File: config.mk
export PLATFORM = sky130hd
export DESIGN_NAME = i2c_target_regs
export DESIGN_NICKNAME = d
export VERILOG_FILES = /design/src/rtl/i2c_pkg.sv /design/src/rtl/i2c_line_cond.sv /design/src/rtl/i2c_target_regs.sv
export SDC_FILE = /design/constraint.sdc
export NUM_CORES = 1
export LEC_CHECK = 0
export BUFFER_PORTS_ARGS = -buffer_cell sky130_fd_sc_hd__buf_4
export CAP_MARGIN = 15
export CORE_MARGIN = 3
export CORE_UTILIZATION = 65
export CTS_CLUSTER_SIZE = 28
export DETAILED_ROUTE_END_ITERATION = 10
export PLACE_DENSITY = 0.87
export SLEW_MARGIN = 20
export SYNTH_ARGS = -nofsm -noshare
export SYNTH_HDL_FRONTEND = slang
export SYNTH_SLANG_ARGS = --single-unit
export TNS_END_PERCENT = 5
File: constraint.sdc
create_clock -name S00_AXI_aclk -period 3.6 [get_ports S00_AXI_aclk]
set_input_delay 0.36 -clock S00_AXI_aclk [delete_from_list [all_inputs] [get_ports S00_AXI_aclk]]
set_output_delay 0.36 -clock S00_AXI_aclk [all_outputs]
set_load 0.05 [all_outputs]
File: src/rtl/i2c_pkg.sv
// Shared definitions for the I2C target: FSM state encoding and bus-level
// constants for the R/W bit and ACK/NACK.
package i2c_pkg;

    typedef enum logic [3:0] {
        ST_IDLE,
        ST_ADDR,
        ST_ADDR_ACK,
        ST_PTR,
        ST_WR_DATA,
        ST_WR_ACK,
        ST_RD_DATA,
        ST_RD_ACK,
        ST_IGNORE
    } i2c_state_e;

    localparam logic I2C_RW_WRITE = 1'b0;
    localparam logic I2C_RW_READ  = 1'b1;

    localparam logic I2C_ACK  = 1'b0;
    localparam logic I2C_NACK = 1'b1;

endpackage

File: src/rtl/i2c_line_cond.sv
// Conditions one raw I2C pad line: 2-flop synchronizer, optional 3-sample
// majority filter (I2C_TARGET_GLITCH_FILTER_EN) and rise/fall detection.
module i2c_line_cond (
    input  logic clk_i,
    input  logic rst_ni,
    input  logic line_i,
    output logic level_o,
    output logic rise_o,
    output logic fall_o
);

    logic [1:0] sync_q;
    logic       level;
    logic       prev_q;

    // Idle I2C lines are pulled high, so reset to 1 to avoid a false edge.
    always_ff @(posedge clk_i or negedge rst_ni) begin
        if (!rst_ni) begin
            sync_q <= 2'b11;
        end else begin
            sync_q <= {sync_q[0], line_i};
        end
    end

`ifdef I2C_TARGET_GLITCH_FILTER_EN
    logic [1:0] hist_q;
    logic       filt_q;
    logic       maj;

    assign maj = (sync_q[1] & hist_q[0]) | (sync_q[1] & hist_q[1]) | (hist_q[0] & hist_q[1]);

    always_ff @(posedge clk_i or negedge rst_ni) begin
        if (!rst_ni) begin
            hist_q <= 2'b11;
            filt_q <= 1'b1;
        end else begin
            hist_q <= {hist_q[0], sync_q[1]};
            filt_q <= maj;
        end
    end

    assign level = filt_q;
`else
    assign level = sync_q[1];
`endif

    always_ff @(posedge clk_i or negedge rst_ni) begin
        if (!rst_ni) begin
            prev_q <= 1'b1;
        end else begin
            prev_q <= level;
        end
    end

    assign level_o = level;
    assign rise_o  = level & ~prev_q;
    assign fall_o  = ~level & prev_q;

endmodule

File: src/rtl/i2c_target_regs.sv
// I2C target with a byte-wide register file: pointer write, sequential writes
// and reads, SCL never stretched. Optional input filter: I2C_TARGET_GLITCH_FILTER_EN.
module i2c_target_regs
    import i2c_pkg::*;
#(
    parameter logic [6:0] TARGET_ADDR = 7'h50,
    parameter int         NUM_REGS    = 16,
    parameter int         SDA_HOLD    = 4,
    localparam int        AW          = $clog2(NUM_REGS)
) (
    input  logic          S00_AXI_aclk,
    input  logic          S00_AXI_aresetn,
    input  logic          scl_i,
    input  logic          sda_i,
    output logic          sda_oe_o,
    input  logic [AW-1:0] loc_addr_i,
    output logic [7:0]    loc_rdata_o,
    output logic          wr_pulse_o,
    output logic [AW-1:0] wr_addr_o,
    output logic [7:0]    wr_data_o
);

    localparam int HW = $clog2(SDA_HOLD + 1);

    logic scl_lvl, scl_rise, scl_fall;
    logic sda_lvl, sda_rise, sda_fall;
    logic start_det, stop_det;

    i2c_line_cond u_scl_cond (
        .clk_i   (S00_AXI_aclk),
        .rst_ni  (S00_AXI_aresetn),
        .line_i  (scl_i),
        .level_o (scl_lvl),
        .rise_o  (scl_rise),
        .fall_o  (scl_fall)
    );

    i2c_line_cond u_sda_cond (
        .clk_i   (S00_AXI_aclk),
        .rst_ni  (S00_AXI_aresetn),
        .line_i  (sda_i),
        .level_o (sda_lvl),
        .rise_o  (sda_rise),
        .fall_o  (sda_fall)
    );

    assign start_det = sda_fall & scl_lvl;
    assign stop_det  = sda_rise & scl_lvl;

    i2c_state_e    state_q, state_d;
    logic [3:0]    bitcnt_q, bitcnt_d;
    logic [7:0]    shift_q, shift_d;
    logic [AW-1:0] ptr_q, ptr_d;
    logic          rw_q, rw_d;
    logic          ackdone_q, ackdone_d;
    logic          mack_q, mack_d;
    logic          pend_q, pend_d;
    logic [HW-1:0] hold_q, hold_d;
    logic          oe_q, oe_d;
    logic          wr_pulse_q, wr_pulse_d;
    logic [AW-1:0] wr_addr_q, wr_addr_d;
    logic [7:0]    wr_data_q, wr_data_d;
    logic [7:0]    regs_q [NUM_REGS];
    logic [7:0]    rx_byte;
    logic          load_rd;

    assign rx_byte = {shift_q[6:0], sda_lvl};

    // SDA changes are scheduled on a detected SCL fall and applied SDA_HOLD
    // cycles later; START/STOP release the line at once and cancel any pending change.
    always_comb begin
        state_d    = state_q;
        bitcnt_d   = bitcnt_q;
        shift_d    = shift_q;
        ptr_d      = ptr_q;
        rw_d       = rw_q;
        ackdone_d  = ackdone_q;
        mack_d     = mack_q;
        pend_d     = pend_q;
        hold_d     = hold_q;
        oe_d       = oe_q;
        wr_pulse_d = 1'b0;
        wr_addr_d  = wr_addr_q;
        wr_data_d  = wr_data_q;
        load_rd    = 1'b0;

        if (hold_q != '0) begin
            if (hold_q == HW'(1)) begin
                oe_d = pend_q;
            end
            hold_d = hold_q - 1'b1;
        end

        if (start_det) begin
            state_d  = ST_ADDR;
            bitcnt_d = 4'd0;
            oe_d     = 1'b0;
            hold_d   = '0;
        end else if (stop_det) begin
            state_d = ST_IDLE;
            oe_d    = 1'b0;
            hold_d  = '0;
        end else begin
            case (state_q)
                ST_ADDR, ST_PTR, ST_WR_DATA: begin
                    if (scl_rise) begin
                        shift_d  = rx_byte;
                        bitcnt_d = bitcnt_q + 4'd1;
                        if (bitcnt_q == 4'd7) begin
                            bitcnt_d  = 4'd0;
                            ackdone_d = 1'b0;
                            if (state_q == ST_ADDR) begin
                                if (rx_byte[7:1] == TARGET_ADDR) begin
                                    state_d = ST_ADDR_ACK;
                                    rw_d    = rx_byte[0];
                                end else begin
                                    state_d = ST_IGNORE;
                                end
                            end else if (state_q == ST_PTR) begin
                                ptr_d   = rx_byte[AW-1:0];
                                state_d = ST_WR_ACK;
                            end else begin
                                wr_pulse_d = 1'b1;
                                wr_addr_d  = ptr_q;
                                wr_data_d  = rx_byte;
                                ptr_d      = ptr_q + 1'b1;
                                state_d    = ST_WR_ACK;
                            end
                        end
                    end
                end
                // First SCL fall starts the ACK drive; the fall after the 9th rise ends it.
                ST_ADDR_ACK, ST_WR_ACK: begin
                    if (scl_rise) begin
                        ackdone_d = 1'b1;
                    end else if (scl_fall) begin
                        hold_d = HW'(SDA_HOLD);
                        if (!ackdone_q) begin
                            pend_d = ~I2C_ACK;
                        end else begin
                            bitcnt_d = 4'd0;
                            pend_d   = 1'b0;
                            if (state_q == ST_ADDR_ACK && rw_q == I2C_RW_READ) begin
                                load_rd = 1'b1;
                            end else if (state_q == ST_ADDR_ACK) begin
                                state_d = ST_PTR;
                            end else begin
                                state_d = ST_WR_DATA;
                            end
                        end
                    end
                end
                ST_RD_DATA: begin
                    if (scl_rise) begin
                        bitcnt_d = bitcnt_q + 4'd1;
                    end else if (scl_fall) begin
                        hold_d = HW'(SDA_HOLD);
                        if (bitcnt_q == 4'd8) begin
                            state_d   = ST_RD_ACK;
                            ackdone_d = 1'b0;
                            pend_d    = 1'b0;
                        end else begin
                            shift_d = {shift_q[6:0], 1'b0};
                            pend_d  = ~shift_q[6];
                        end
                    end
                end
                ST_RD_ACK: begin
                    if (scl_rise) begin
                        ackdone_d = 1'b1;
                        mack_d    = (sda_lvl == I2C_ACK);
                    end else if (scl_fall && ackdone_q) begin
                        bitcnt_d = 4'd0;
                        if (mack_q) begin
                            load_rd = 1'b1;
                        end else begin
                            state_d = ST_IGNORE;
                            pend_d  = 1'b0;
                            hold_d  = HW'(SDA_HOLD);
                        end
                    end
                end
                default: begin
                end
            endcase

            if (load_rd) begin
                state_d = ST_RD_DATA;
                shift_d = regs_q[ptr_q];
                ptr_d   = ptr_q + 1'b1;
                pend_d  = ~regs_q[ptr_q][7];
                hold_d  = HW'(SDA_HOLD);
            end
        end
    end

    always_ff @(posedge S00_AXI_aclk or negedge S00_AXI_aresetn) begin
        if (!S00_AXI_aresetn) begin
            state_q    <= ST_IDLE;
            bitcnt_q   <= 4'd0;
            shift_q    <= 8'h00;
            ptr_q      <= '0;
            rw_q       <= I2C_RW_WRITE;
            ackdone_q  <= 1'b0;
            mack_q     <= 1'b0;
            pend_q     <= 1'b0;
            hold_q     <= '0;
            oe_q       <= 1'b0;
            wr_pulse_q <= 1'b0;
            wr_addr_q  <= '0;
            wr_data_q  <= 8'h00;
        end else begin
            state_q    <= state_d;
            bitcnt_q   <= bitcnt_d;
            shift_q    <= shift_d;
            ptr_q      <= ptr_d;
            rw_q       <= rw_d;
            ackdone_q  <= ackdone_d;
            mack_q     <= mack_d;
            pend_q     <= pend_d;
            hold_q     <= hold_d;
            oe_q       <= oe_d;
            wr_pulse_q <= wr_pulse_d;
            wr_addr_q  <= wr_addr_d;
            wr_data_q  <= wr_data_d;
        end
    end

    always_ff @(posedge S00_AXI_aclk or negedge S00_AXI_aresetn) begin
        if (!S00_AXI_aresetn) begin
            for (int i = 0; i < NUM_REGS; i++) begin
                regs_q[i] <= 8'h00;
            end
        end else if (wr_pulse_d) begin
            regs_q[wr_addr_d] <= wr_data_d;
        end
    end

    assign sda_oe_o    = oe_q;
    assign wr_pulse_o  = wr_pulse_q;
    assign wr_addr_o   = wr_addr_q;
    assign wr_data_o   = wr_data_q;
    assign loc_rdata_o = regs_q[loc_addr_i];

endmodule

==> results.md <==
- The row count is 43.
- The number of cells upsized or downsized after cts is 0.
- Walking the worst path, the cells encountered are or4b_4, a2111oi_4, buf_12, mux2i_1, buf_4, o21ai_0.
- The transition time at the pin with the least slew margin is 0.924 ns.
- The total wire length after detailed routing is 25600 um.
- Counting the fill cells in the layout gives 874.
- The delay of the slowest cell on the worst path is 0.63 ns.
- In this run, CTS created clock tree buffers numbering 17.
- The tool flagged a number of max-cap violations equal to 0.
- TritonCTS built the clock tree.
- After layout, the minimum clock period comes to 2.78 ns.
- The synthesized netlist devotes 13.8% of its cell area to simple gates.
- The path type of the worst setup path is flip-flop to flip-flop.
- In this run the tool buffered the top-level ports with 29 buffer cells.
- The worst endpoint data arrival time is 3.06 ns.
- The number of global-route vias before repair is 7391.
- Setup violations remaining at the end of the flow were counted as 0.
- The share of Yosys cell area claimed by the top area cell type is 44.6%.
- The total number of vias is 7338.
- The maximum achievable frequency is 360 MHz.
- The height of the die is 126 um.
- The worst setup path is launched from a flip-flop.
- The number of sinks driven by the clock tree is 174.
- The path class of the tightest hold or removal check is input port to asynchronous set/reset pin.
- The horizontal extent of the die is 126 um.
- The area of the die is 16000 um2.
- Entering global routing, the biggest net connects 102 pins.
- The leftover overflow at the end of global routing is 0.
- The required arrival time at the worst endpoint is 3.88 ns.
- Dividing the final minimum period by the clock period gives 77.3%.
- Dividing total power by cell area gives a power density of 472 nW/um2.
- The sequential-to-total area share from yosys stat is 46.2%.
- Yosys mapped a number of flops with a built-in enable equal to 0.
- The number of buffers added for setup after CTS is 0.
- By area, the combinational part of the netlist is dominated by multiplexers.
- The later-pin clock latency in the skew report is 0.45 ns.
- Among cell families on the critical path, the largest total delay comes from simple AND/OR/NAND/NOR gates.
- The H-tree was split into 4 levels.
- Prior to clock tree synthesis, the placed netlist has a worst setup slack of 0.891 ns.
- The leading cell type in the layout, fill and taps excluded is sky130_fd_sc_hd__dfrtp_1.
- In the post-synthesis netlist, the biggest area contributors are sky130_fd_sc_hd__dfrtp_1, sky130_fd_sc_hd__mux4_2, sky130_fd_sc_hd__nand2_1, sky130_fd_sc_hd__mux2i_1, sky130_fd_sc_hd__o21ai_1.
- The count of nets left with antenna violations once routing finished came out at 0.
- The total of flip-flops plus latches after synthesis is 174.
- Synthesis produced 812 cells.
- The final net count is 839.
- At the end of routability-driven placement, the weighted congestion stood at 0.919.
- The leading register cell type out of synthesis is sky130_fd_sc_hd__dfrtp_1.
- The number of detailed-route iterations in the first pass is 8.
- The xor/xnor share of the synthesized area is 0.186%.
- The clock tree buffer depth is 2.
- The run finished with clean final reports.
- The total negative slack is 0 ns.
- The post-synthesis cell type count is 62.
- The first global-routing pass estimated 41300 um of wire.
- The total power is 4.87 mW.
- The clock-pin slew reported for the worst setup and hold paths after clock tree synthesis is 0.07 ns.
- The count of final hold-check violations was 0.
- The post-route non-filler standard cell count is 1017.
- The number of cells after detailed placement is 985.
- During synthesis, Yosys emitted a total of 0 warnings.
- The share of the synthesized area in compound gates (AO/OA/AOI/OAI) is 12.5%.
- The core region is 14000 um2.
- After detailed routing, the number of remaining DRC violations is 0.
- Together, buffers and inverters on the worst path number 2.
- Buffers inserted to repair hold after CTS numbered 0.
- The maximum vdd ir drop is 0.384 mV.
- The area share of fa/ha/maj cells after synthesis is 0.928%.
- The share of flip-flops with an asynchronous set or reset is 100%.
- Summed over all cells, the static leakage comes to 4.24 nW.
- In this run the cell area of the synthesized design comes to 9440 um2.
- Counting every net in the synthesized netlist gives 827.
- The routed length per placed instance is 25.2 um.
- The antenna cell count is 0.
- The share of final-layout standard cells stronger than drive strength 1 is 24.5%.
- For this design, the slowest cell found on the critical path is sky130_fd_sc_hd__or4b_4.
- The starting density of the core is 67.2%.
- The total global-route track usage is 33.6%.
- The maximum clock skew at final layout is 0.0188 ns.
- The endpoint type of the worst setup path is a flip-flop.
- Leaving out fill and tap cells, the most frequent cells in the layout are sky130_fd_sc_hd__dfrtp_1, sky130_fd_sc_hd__nand2_1, sky130_fd_sc_hd__mux4_2.
- The half-perimeter wire length of the detailed placement result is 16800 um.
- The normalized max-slew margin is 38.4%.
- After layout, the worst setup slack is 0.819 ns.
- Along the worst path, the maximum fanout reaches 28.
- The number of I/O pins is 30.
- In this run, the number of DRC markers left after iteration 0 of detailed routing was 838.
- Cells fill 73.6% of the core in the end.
- The max-slew violation count was 0.
- The largest area contributor in the synthesized netlist is sky130_fd_sc_hd__dfrtp_1.
- In this run the clock root is driven by a sky130_fd_sc_hd__clkbuf_16.
- The share of synthesized area spent on multiplexers is 21.7%.
- From synthesis to final layout, the design area changed by 9.51%.
- After detailed routing, the number of vias per cell comes to 7.22.
- Setup repair after global routing left no endpoint under its margin.
- The initial antenna violation count came to 0.
- A synthesized cell averages 11.6 um2.
cells by family (layout without fill, tap and decap cells):
| logic type | Yosys count | count (layout) |
|---|---|---|
| AO/OA/AOI/OAI | 195 | 195 |
| XOR/XNOR | 2 | 2 |
| adder cells (fa/ha/maj) | 7 | 7 |
| buffers and inverters | 77 | 102 |
| flip-flops | 174 | 174 |
| multiplexers | 113 | 113 |
| AND/OR/NAND/NOR | 244 | 244 |
final timing paths:
| check | end | slack (ns) | start | depth (start not counted) |
|---|---|---|---|---|
| min in group S00_AXI_aclk | u_scl_cond.sync_q[0] | 0.04 | scl_i | 1 |
| setup reg to reg | regs_q[30] | 0.82 | state_q[3] | 6 |
| hold / removal | wr_addr_o[1] | 0.03 | S00_AXI_aresetn | 1 |
| hold reg to reg | u_sda_cond.sync_q[1] | 0.36 | u_sda_cond.sync_q[0] | 0 |
| setup / recovery | regs_q[30] | 0.82 | state_q[3] | 6 |
| max in group asynchronous | regs_q[81] | 2.60 | S00_AXI_aresetn | 2 |
state kept, by name, indices dropped and copies added, names as in the netlist, 2 cells and up:
| register | cells |
|---|---|
| wr_addr_o | 4 |
| u_sda_cond.sync_q | 2 |
| shift_q | 7 |
| ptr_q | 4 |
| bitcnt_q | 4 |
| hold_q | 3 |
| wr_data_o | 8 |
| state_q | 4 |
| u_scl_cond.sync_q | 2 |
| regs_q | 128 |
per-stage QoR:
step	hold slack [ns]	instance area [um2]
2_1_floorplan	0.0644	9440
3_3_place_gp	0.351	9710
3_5_place_dp	0.349	9710
4_1_cts	0.0328	10300
5_1_grt	0.0226	10300
6_report	0.0280	10300
worst register-to-register path: cells and delay by family (launching register included):
family,cells,cell delay (ns)
buf+inv,2,0.59
compound gates,2,0.62
simple gates,1,0.63
flops,1,0.53
mux,1,0.26
where the power goes:
part / total [mW] / internal [mW] / switching, mW
clock: 1.97 / 1.13 / 0.841
sequential: 2.19 / 2.06 / 0.134
combinational: 0.713 / 0.275 / 0.438
cell usage after synthesis, drive strengths merged (7+ instances only):
library cell / count
dfrtp: 168
nand3: 22
nor3: 7
clkbuf: 17
a21oi: 14
o22ai: 7
nand2: 142
mux4: 73
buf: 41
o21ai: 136
a2bb2oi: 7
nor2: 19
inv: 19
ha: 7
mux2i: 34
nor2b: 11
routing by layer:
| metal | wire (um) | vias to the layer above | global-route usage (%) |
|---|---|---|---|
| li1 | - | 3047 | - |
| met5 | 0 | - | 0 |
| met4 | 1010 | 0 | 13.8 |
| met1 | 9660 | 3693 | 44.7 |
| met2 | 12400 | 498 | 52.8 |
| met3 | 2560 | 100 | 9.64 |
layout make-up:
| type | count | area, um2 | area share [%] |
|---|---|---|---|
| well taps | 180 | 225 | 2.18 |
| repair buffers | 51 | 399 | 3.86 |
| multi-input cells | 561 | 4660 | 45.1 |
| flip-flops and latches | 174 | 4360 | 42.2 |
| inverters | 19 | 71.3 | 0.690 |
| clock buffers | 19 | 443 | 4.29 |
| clock inverters | 13 | 176 | 1.71 |
Power figures use the tool's default switching activity.
